**src/rtl/mem_port_arbiter_pkg.sv**
```systemverilog
// Shared types for the memory port arbiter: FSM states, grant encoding and
// the latency counter width.
package mem_port_arbiter_pkg;

  // Transaction sequencer states.
  typedef enum logic [1:0] {
    ST_IDLE   = 2'd0,
    ST_ACCESS = 2'd1,
    ST_WAIT   = 2'd2,
    ST_DONE   = 2'd3
  } state_e;

  // Which master currently owns the memory port.
  typedef enum logic [1:0] {
    GNT_NONE = 2'd0,
    GNT_CPU  = 2'd1,
    GNT_DBG  = 2'd2
  } gnt_e;

  // Wide enough for the largest supported memory latency (15).
  localparam int unsigned CNT_W = 4;

endpackage

```
**src/rtl/mem_port_arbiter_pick.sv**
```systemverilog
// Combinational winner select for the memory port arbiter.
// With MEM_ARB_ROUND_ROBIN_EN defined, simultaneous requests go to the master
// that was not served last; otherwise the CPU always wins.
module mem_arb_pick
  import mem_port_arbiter_pkg::*;
(
  input  logic cpu_req_i,
  input  logic dbg_req_i,
`ifdef MEM_ARB_ROUND_ROBIN_EN
  input  gnt_e last_gnt_i,
`endif
  output logic any_req_o,
  output gnt_e winner_o
);

  assign any_req_o = cpu_req_i | dbg_req_i;

  // Resolve the winner among the pending requests.
  always_comb begin
    // NOTE: assign a default first so every path drives winner_o and no latch is inferred.
    winner_o = GNT_NONE;
    if (cpu_req_i && dbg_req_i) begin
`ifdef MEM_ARB_ROUND_ROBIN_EN
      winner_o = (last_gnt_i == GNT_CPU) ? GNT_DBG : GNT_CPU;
`else
      winner_o = GNT_CPU;
`endif
    end else if (cpu_req_i) begin
      winner_o = GNT_CPU;
    end else if (dbg_req_i) begin
      winner_o = GNT_DBG;
    end
  end

endmodule

```
**src/rtl/mem_port_arbiter.sv**
```systemverilog
// Shares one memory port between the CPU controller and a debug/loader
// master. One transaction at a time: IDLE -> ACCESS -> WAIT -> DONE, with a
// one-cycle done pulse and read data registered from the memory.
// Optional feature: define MEM_ARB_ROUND_ROBIN_EN for round-robin arbitration
// (default build: fixed priority, CPU first).
module mem_port_arbiter
  import mem_port_arbiter_pkg::*;
#(
  parameter int ADDR_W  = 32,
  parameter int DATA_W  = 32,
  parameter int MEM_LAT = 1
) (
  input  logic              clk,
  input  logic              rst,
  input  logic              cpu_req_i,
  input  logic              cpu_we_i,
  input  logic [ADDR_W-1:0] cpu_addr_i,
  input  logic [DATA_W-1:0] cpu_wdata_i,
  output logic              cpu_done_o,
  output logic              cpu_stall_o,
  input  logic              dbg_req_i,
  input  logic              dbg_we_i,
  input  logic [ADDR_W-1:0] dbg_addr_i,
  input  logic [DATA_W-1:0] dbg_wdata_i,
  output logic              dbg_done_o,
  output logic [DATA_W-1:0] rdata_o,
  output logic              mem_en_o,
  output logic              mem_we_o,
  output logic [ADDR_W-1:0] mem_addr_o,
  output logic [DATA_W-1:0] mem_wdata_o,
  input  logic [DATA_W-1:0] mem_rdata_i
);

  localparam logic [CNT_W-1:0] LAT_LOAD = CNT_W'(MEM_LAT);

  state_e            state_q;
  gnt_e              gnt_q;
  logic              we_q;
  logic [ADDR_W-1:0] addr_q;
  logic [DATA_W-1:0] wdata_q;
  logic [CNT_W-1:0]  cnt_q;
  logic [DATA_W-1:0] rdata_q;
  logic              mem_en_q;
  logic              mem_we_q;
  logic              cpu_done_q;
  logic              dbg_done_q;

  logic              any_req;
  gnt_e              winner;
  logic              req_we_d;
  logic [ADDR_W-1:0] req_addr_d;
  logic [DATA_W-1:0] req_wdata_d;

`ifdef MEM_ARB_ROUND_ROBIN_EN
  gnt_e              last_gnt_q;

  mem_arb_pick u_pick (
    .cpu_req_i  (cpu_req_i),
    .dbg_req_i  (dbg_req_i),
    .last_gnt_i (last_gnt_q),
    .any_req_o  (any_req),
    .winner_o   (winner)
  );

  // Remember who was served last so the other master wins the next tie.
  always_ff @(posedge clk or posedge rst) begin
    if (rst) begin
      last_gnt_q <= GNT_DBG;
    end else if (state_q == ST_DONE) begin
      last_gnt_q <= gnt_q;
    end
  end
`else
  mem_arb_pick u_pick (
    .cpu_req_i (cpu_req_i),
    .dbg_req_i (dbg_req_i),
    .any_req_o (any_req),
    .winner_o  (winner)
  );
`endif

  // Steer the winning master's request fields toward the request latch.
  always_comb begin
    req_we_d    = cpu_we_i;
    req_addr_d  = cpu_addr_i;
    req_wdata_d = cpu_wdata_i;
    if (winner == GNT_DBG) begin
      req_we_d    = dbg_we_i;
      req_addr_d  = dbg_addr_i;
      req_wdata_d = dbg_wdata_i;
    end
  end

  // Transaction sequencer with registered memory strobes and done pulses.
  always_ff @(posedge clk or posedge rst) begin
    if (rst) begin
      state_q    <= ST_IDLE;
      gnt_q      <= GNT_NONE;
      we_q       <= 1'b0;
      addr_q     <= '0;
      wdata_q    <= '0;
      cnt_q      <= '0;
      rdata_q    <= '0;
      mem_en_q   <= 1'b0;
      mem_we_q   <= 1'b0;
      cpu_done_q <= 1'b0;
      dbg_done_q <= 1'b0;
    end else begin
      // NOTE: non-blocking assignments keep every register sampling pre-edge values.
      mem_en_q   <= 1'b0;
      mem_we_q   <= 1'b0;
      cpu_done_q <= 1'b0;
      dbg_done_q <= 1'b0;
      unique case (state_q)
        ST_IDLE: begin
          if (any_req) begin
            gnt_q    <= winner;
            we_q     <= req_we_d;
            addr_q   <= req_addr_d;
            wdata_q  <= req_wdata_d;
            mem_en_q <= 1'b1;
            mem_we_q <= req_we_d;
            state_q  <= ST_ACCESS;
          end
        end
        ST_ACCESS: begin
          cnt_q   <= LAT_LOAD;
          state_q <= ST_WAIT;
        end
        ST_WAIT: begin
          cnt_q <= cnt_q - CNT_W'(1);
          if (cnt_q == CNT_W'(1)) begin
            if (!we_q) begin
              rdata_q <= mem_rdata_i;
            end
            cpu_done_q <= (gnt_q == GNT_CPU);
            dbg_done_q <= (gnt_q == GNT_DBG);
            state_q    <= ST_DONE;
          end
        end
        ST_DONE: begin
          gnt_q   <= GNT_NONE;
          state_q <= ST_IDLE;
        end
      endcase
    end
  end

  assign cpu_done_o  = cpu_done_q;
  assign dbg_done_o  = dbg_done_q;
  assign rdata_o     = rdata_q;
  assign mem_en_o    = mem_en_q;
  assign mem_we_o    = mem_we_q;
  assign mem_addr_o  = addr_q;
  assign mem_wdata_o = wdata_q;
  assign cpu_stall_o = cpu_req_i & ~cpu_done_q;

endmodule
```
**config.mk**
```make
export PLATFORM = sky130hd
export DESIGN_NAME = mem_port_arbiter
export DESIGN_NICKNAME = d
export VERILOG_FILES = /design/src/rtl/mem_port_arbiter_pkg.sv /design/src/rtl/mem_port_arbiter_pick.sv /design/src/rtl/mem_port_arbiter.sv
export SDC_FILE = /design/constraint.sdc
export NUM_CORES = 1
export LEC_CHECK = 0
export ABC_AREA = 1
export CORE_UTILIZATION = 44
export CTS_CLUSTER_DIAMETER = 30
export CTS_CLUSTER_SIZE = 28
export DETAILED_ROUTE_END_ITERATION = 8
export GPL_ROUTABILITY_DRIVEN = 0
export GPL_TIMING_DRIVEN = 0
export HOLD_SLACK_MARGIN = 0.1
export PLACE_DENSITY = 0.95
export SLEW_MARGIN = 5
export SYNTH_ARGS = -nofsm -noshare
export SYNTH_HDL_FRONTEND = slang
export SYNTH_HIERARCHICAL = 1
export SYNTH_SLANG_ARGS = --single-unit
```
**constraint.sdc**
```tcl
create_clock -name clk -period 12.1 [get_ports clk]
set_clock_uncertainty 0.15 [all_clocks]
set_input_delay 3.63 -clock clk [delete_from_list [all_inputs] [get_ports clk]]
set_output_delay 3.63 -clock clk [all_outputs]
set_load 0.01 [all_outputs]
```
# Word level (Yosys, flattened, before mapping)
# Cells that the tools add are included.
[classes]
add_sub_neg = 1
eq_ne = 9
n_mux = 20
n_bitwise = 4
n_reduce_logical = 8
[ops]
columns = ["cell", "count"]
rows = [
  ["$mux 32", 2],
  ["$mux 2", 6],
  ["$mux 1", 9],
  ["$eq 2x2->1 const B", 4],
  ["$pmux 2 s4", 1],
  ["$pmux 4 s2", 1],
  ["$reduce_and 2->1", 3],
  ["$eq 2x1->1 const B", 2],
  ["$eq 4x1->1 const B", 1],
  ["$ne 2x2->1 const B", 2],
  ["$pmux 2 s2", 1],
  ["$reduce_bool 2->1", 2],
  ["$sub 4x1->4 const B", 1],
  ["$reduce_and 3->1", 1],
  ["$logic_not 2->1", 1],
  ["$not 1->1", 2],
  ["$and 1x1->1", 1],
  ["$logic_and 1x1->1", 1],
  ["$or 1x1->1", 1],
]
[word_totals]
regBits = 109
inputBits = 166
out_inout_bits = 101
wordCells = 53

# Logic depth before layout (Yosys ltp)
[logic_depth]
depth_word = 7
mapped_depth = 8
mapped_depth_nobuf = 7

# Cells and area by module
# The synthesis kept the hierarchy.
[by_module_without_submodules]
columns = ["mod", "instances", "cells_each", "area_per_inst_um2", "seq_area_each_um2"]
rows = [
  ["mem_port_arbiter", 1, 694, 5303.8, 2727.6],
  ["mem_arb_pick", 1, 5, 18.8, 0.0],
]

# Least setup slack after synthesis
# No wires, ideal clock.
[synth_path]
path_type = "input to output"
startpoint = "input cpu_req_i"
endpoint = "output cpu_stall_o"
arrival_ns = 3.808
required_time_ns = 8.320
setup_slack_ns = 4.512
path_stages = 2
path_buffers = 0
path_cell_list = "inv_1 nor2_1"
[synth_via]
elab_chain_len = 1
[synth_lines]
columns = ["element", "line", "source"]
rows = [
  ["start, declared", "mem_port_arbiter.sv:15", "input logic cpu_req_i,"],
  ["$and 1x1->1", "mem_port_arbiter.sv:156", "assign cpu_stall_o = cpu_req_i & ~cpu_done_q;"],
  ["end, declared", "mem_port_arbiter.sv:20", "output logic cpu_stall_o,"],
]
# No other way between the ends.

# Worst setup path after layout
# Same ends and word-level chain as after synthesis.

==> impl_metrics.json <==
{
  "powerDensity_nw_per_um2": 225,
  "worst_pin_slew_ns": 0.481,
  "finalInstanceArea_um2": 8510,
  "grt_pass1_vias": 5639,
  "cp_num_cells": 4,
  "synth_most_common_cell": "nand2_1",
  "antenna_cells": 0,
  "setup_viol": 0,
  "cts.sinks": 109,
  "fillers": 805,
  "initial_utilization_pct": 45.8,
  "min_path_type": "flop to flop",
  "holdPathStages": 2,
  "drc": 16,
  "rsz0062_at_grt": "false",
  "path_class": "primary input to primary output",
  "start_kind": "primary input",
  "p_sw_mw": 0.713,
  "row_count": 39,
  "grt_pass1_wl_um": 26700,
  "cp_common_cell": "clkdlybuf4s50_1",
  "nets": 1148,
  "clk_pin_slew_ns": 0.07,
  "vias_per_cell": 4.91,
  "period_share_pct": 71.6,
  "io_buffers": 266,
  "violations": "DRC",
  "cp_num_buf_inv": 3,
  "cts_resized": 0,
  "p_clk_share_pct": 16.4,
  "ys_types": 22,
  "htree_levels": 3,
  "cts_tree": "done",
  "cap_violations": 0,
  "ys_warn_count": 6,
  "hold_violations": 0,
  "cts_hold_buffers": 0,
  "yosys.area.top_type": "dfrtp_1",
  "avgSynthCellArea_um2": 7.61,
  "antenna_left": 0,
  "synth-simple-area-share_pct": 29.3,
  "utilization_pct": 73.3,
  "synth_compound_area_share_pct": 6.70,
  "outcome": "finished, violations left",
  "yosysSeqAreaShare_pct": 51.2,
  "grt_max_degree": 64,
  "combPwrFrac_pct": 50.0,
  "reg2regPathDepth": 7,
  "wl_per_cell_um": 14.8,
  "cp_slowest_stage_delay_ns": 0.58,
  "muxShareOfSynthArea_pct": 0,
  "grt_remaining_overflow": 0,
  "synth-seq-cells": 109,
  "slew_headroom_pct": 67.9,
  "vdd_ir_drop_max_mv": 0.129,
  "synthCells": 699,
  "leakagePower_nw": 4.29,
  "wl_um": 16700,
  "dpl.hpwl_um": 12500,
  "antenna_found_initial": 0,
  "die_h_um": 112,
  "track_usage_pct": 27.1,
  "drtIter0Drc": 390,
  "clock_path_buffers": 2,
  "path_delay_family": "buffers and inverters",
  "place_area_um2": 8200,
  "postCtsSetupBuffers": 0,
  "async_reset_ff_share_pct": 100,
  "syn-cell-area_um2": 5320,
  "maxSlewViolCount": 0,
  "io_pins": 267,
  "synth_top_area_share_pct": 51.2,
  "core_area_um2": 11600,
  "tns_ns": 0,
  "fin_crit_ns": 8.66,
  "fp.dieW_um": 112,
  "switching_share_pct": 37.2,
  "cts_buffers": 9,
  "dr_total_vias": 5520,
  "arrival_ns": 4.88,
  "first_pass_iters": 7,
  "worstSetupEndpointType": "primary output",
  "final_layout_size_suffix_gt1_share_pct": 6.01,
  "syn2layout_area_growth_pct": 60.0,
  "synth_edf_count": 0,
  "cp_max_fo": 4,
  "max_freq_mhz": 115,
  "clockRootBuffer": "clkbuf_16",
  "ys.flop_type": "dfrtp_1",
  "cp_slowest_cell": "clkdlybuf4s50_1",
  "synthTopCellsByArea": "dfrtp_1 (51%), nand2_1 (19%), inv_1 (5.7%), o21ai_1 (5.5%), nor2_1 (5.1%)",
  "synth_xor_area_share_pct": 0,
  "pwr-share-seq_pct": 33.6,
  "p_int_mw": 1.21,
  "synth_common_cells": "nand2_1 (276), dfrtp_1 (109), inv_1 (81)",
  "required_ns": 8.32,
  "insertion_delay_ns": 0.35,
  "syn_nets": 870,
  "synth-adder-area-share_pct": 1.18,
  "synth_top_family_by_area": "simple AND/OR/NAND/NOR gates",
  "dieArea_um2": 12500,
  "worstPathCellList": "clkdlybuf4s50_1 > inv_1 > nor2_1 > clkdlybuf4s50_1"
}
## through the flow
step	power [mW]	worst slack (ns)	std cells	hold slack (ns)
after floorplan	1.10	4.51	699	0.319
after global placement	1.56	3.45	1108	0.302
after detailed placement	1.60	3.44	1109	0.308
after CTS	1.93	3.43	1125	0.327
after global routing	2.05	3.36	1125	0.345
final	1.92	3.44	1125	0.326
## final cells by class
cell class                 count  area, um2  area share, %
clock inverter                 5       65.1          0.764
multi-input combinational    469       1980           23.3
sequential                   109       2730           32.0
clock buffer                  11        253           2.97
tap                          143        179           2.10
buffer                        38        303           3.56
timing repair buffer         267       2690           31.6
inverter                      83        317           3.72
## worst reg2reg max path, cell delays in order, from the launching register on
cell	delay, ns
dfrtp_1	0.37
inv_1	0.07
ha_1	0.22
nand2_1	0.16
buf_2	0.27
buf_2	0.27
nand2_1	0.10
o21ai_1	0.11
## layout by cell type (no fill, tap or decap), drive strengths merged
cell type	n
bufinv	1
inv	86
and3	1
clkbuf	14
o21ai	68
nand2	278
ha	5
a21oi	2
nand3	38
or2	1
o22ai	1
dfrtp	109
clkdlybuf4s50	266
clkinv	1
buf	36
nor3b	1
nand3b	1
nor2	73
## sequential cells by signal (all words and copies together) (netlist names)
signal and count:
cnt_q 4, cpu_done_o 1, dbg_done_o 1, gnt_q 2, mem_addr_o 32, mem_en_o 1
mem_wdata_o 32, mem_we_o 1, rdata_o 32, state_q 2, we_q 1
## power by group through the flow
| stage | combinational, mW | clock, mW | sequential (mW) |
|---|---|---|---|
| final | 0.960 | 0.314 | 0.644 |
| after CTS | 0.968 | 0.320 | 0.642 |
| after detailed placement | 0.960 | 0 | 0.644 |
| after global routing | 1.05 | 0.334 | 0.661 |
| after global placement | 0.929 | 0 | 0.635 |
| after floorplan | 0.385 | 0 | 0.713 |
## kinds of logic (layout without fill, tap and decap cells)
logic type,Yosys count,after routing
and+or+nand+nor,393,393
buffers and inverters,121,404
DFF,109,109
AOI/OAI and AO/OA,71,71
adders and majority gates,5,5
## per-layer routing
metal  global-route usage, %  part of all wire (%)  up-vias
met5                       0                     0        -
met4                    14.1                   4.0        0
met3                    5.39                   6.3       51
met2                    48.9                    51      217
met1                    30.2                    38     2585
li1                        -                     -     2667
## final timing paths
kind	start	endpoint	slack, ns
max	cpu_req_i	cpu_stall_o	3.44
min	rdata_o[24]	rdata_o[24]	0.33
max reg2reg	state_q[0]	mem_wdata_o[15]	10.30
min reg2reg	rdata_o[24]	rdata_o[24]	0.33
max in group asynchronous	rst	mem_wdata_o[18]	7.60
min in group asynchronous	rst	rdata_o[8]	3.53
No activity file was read; power rests on OpenSTA's default activity.
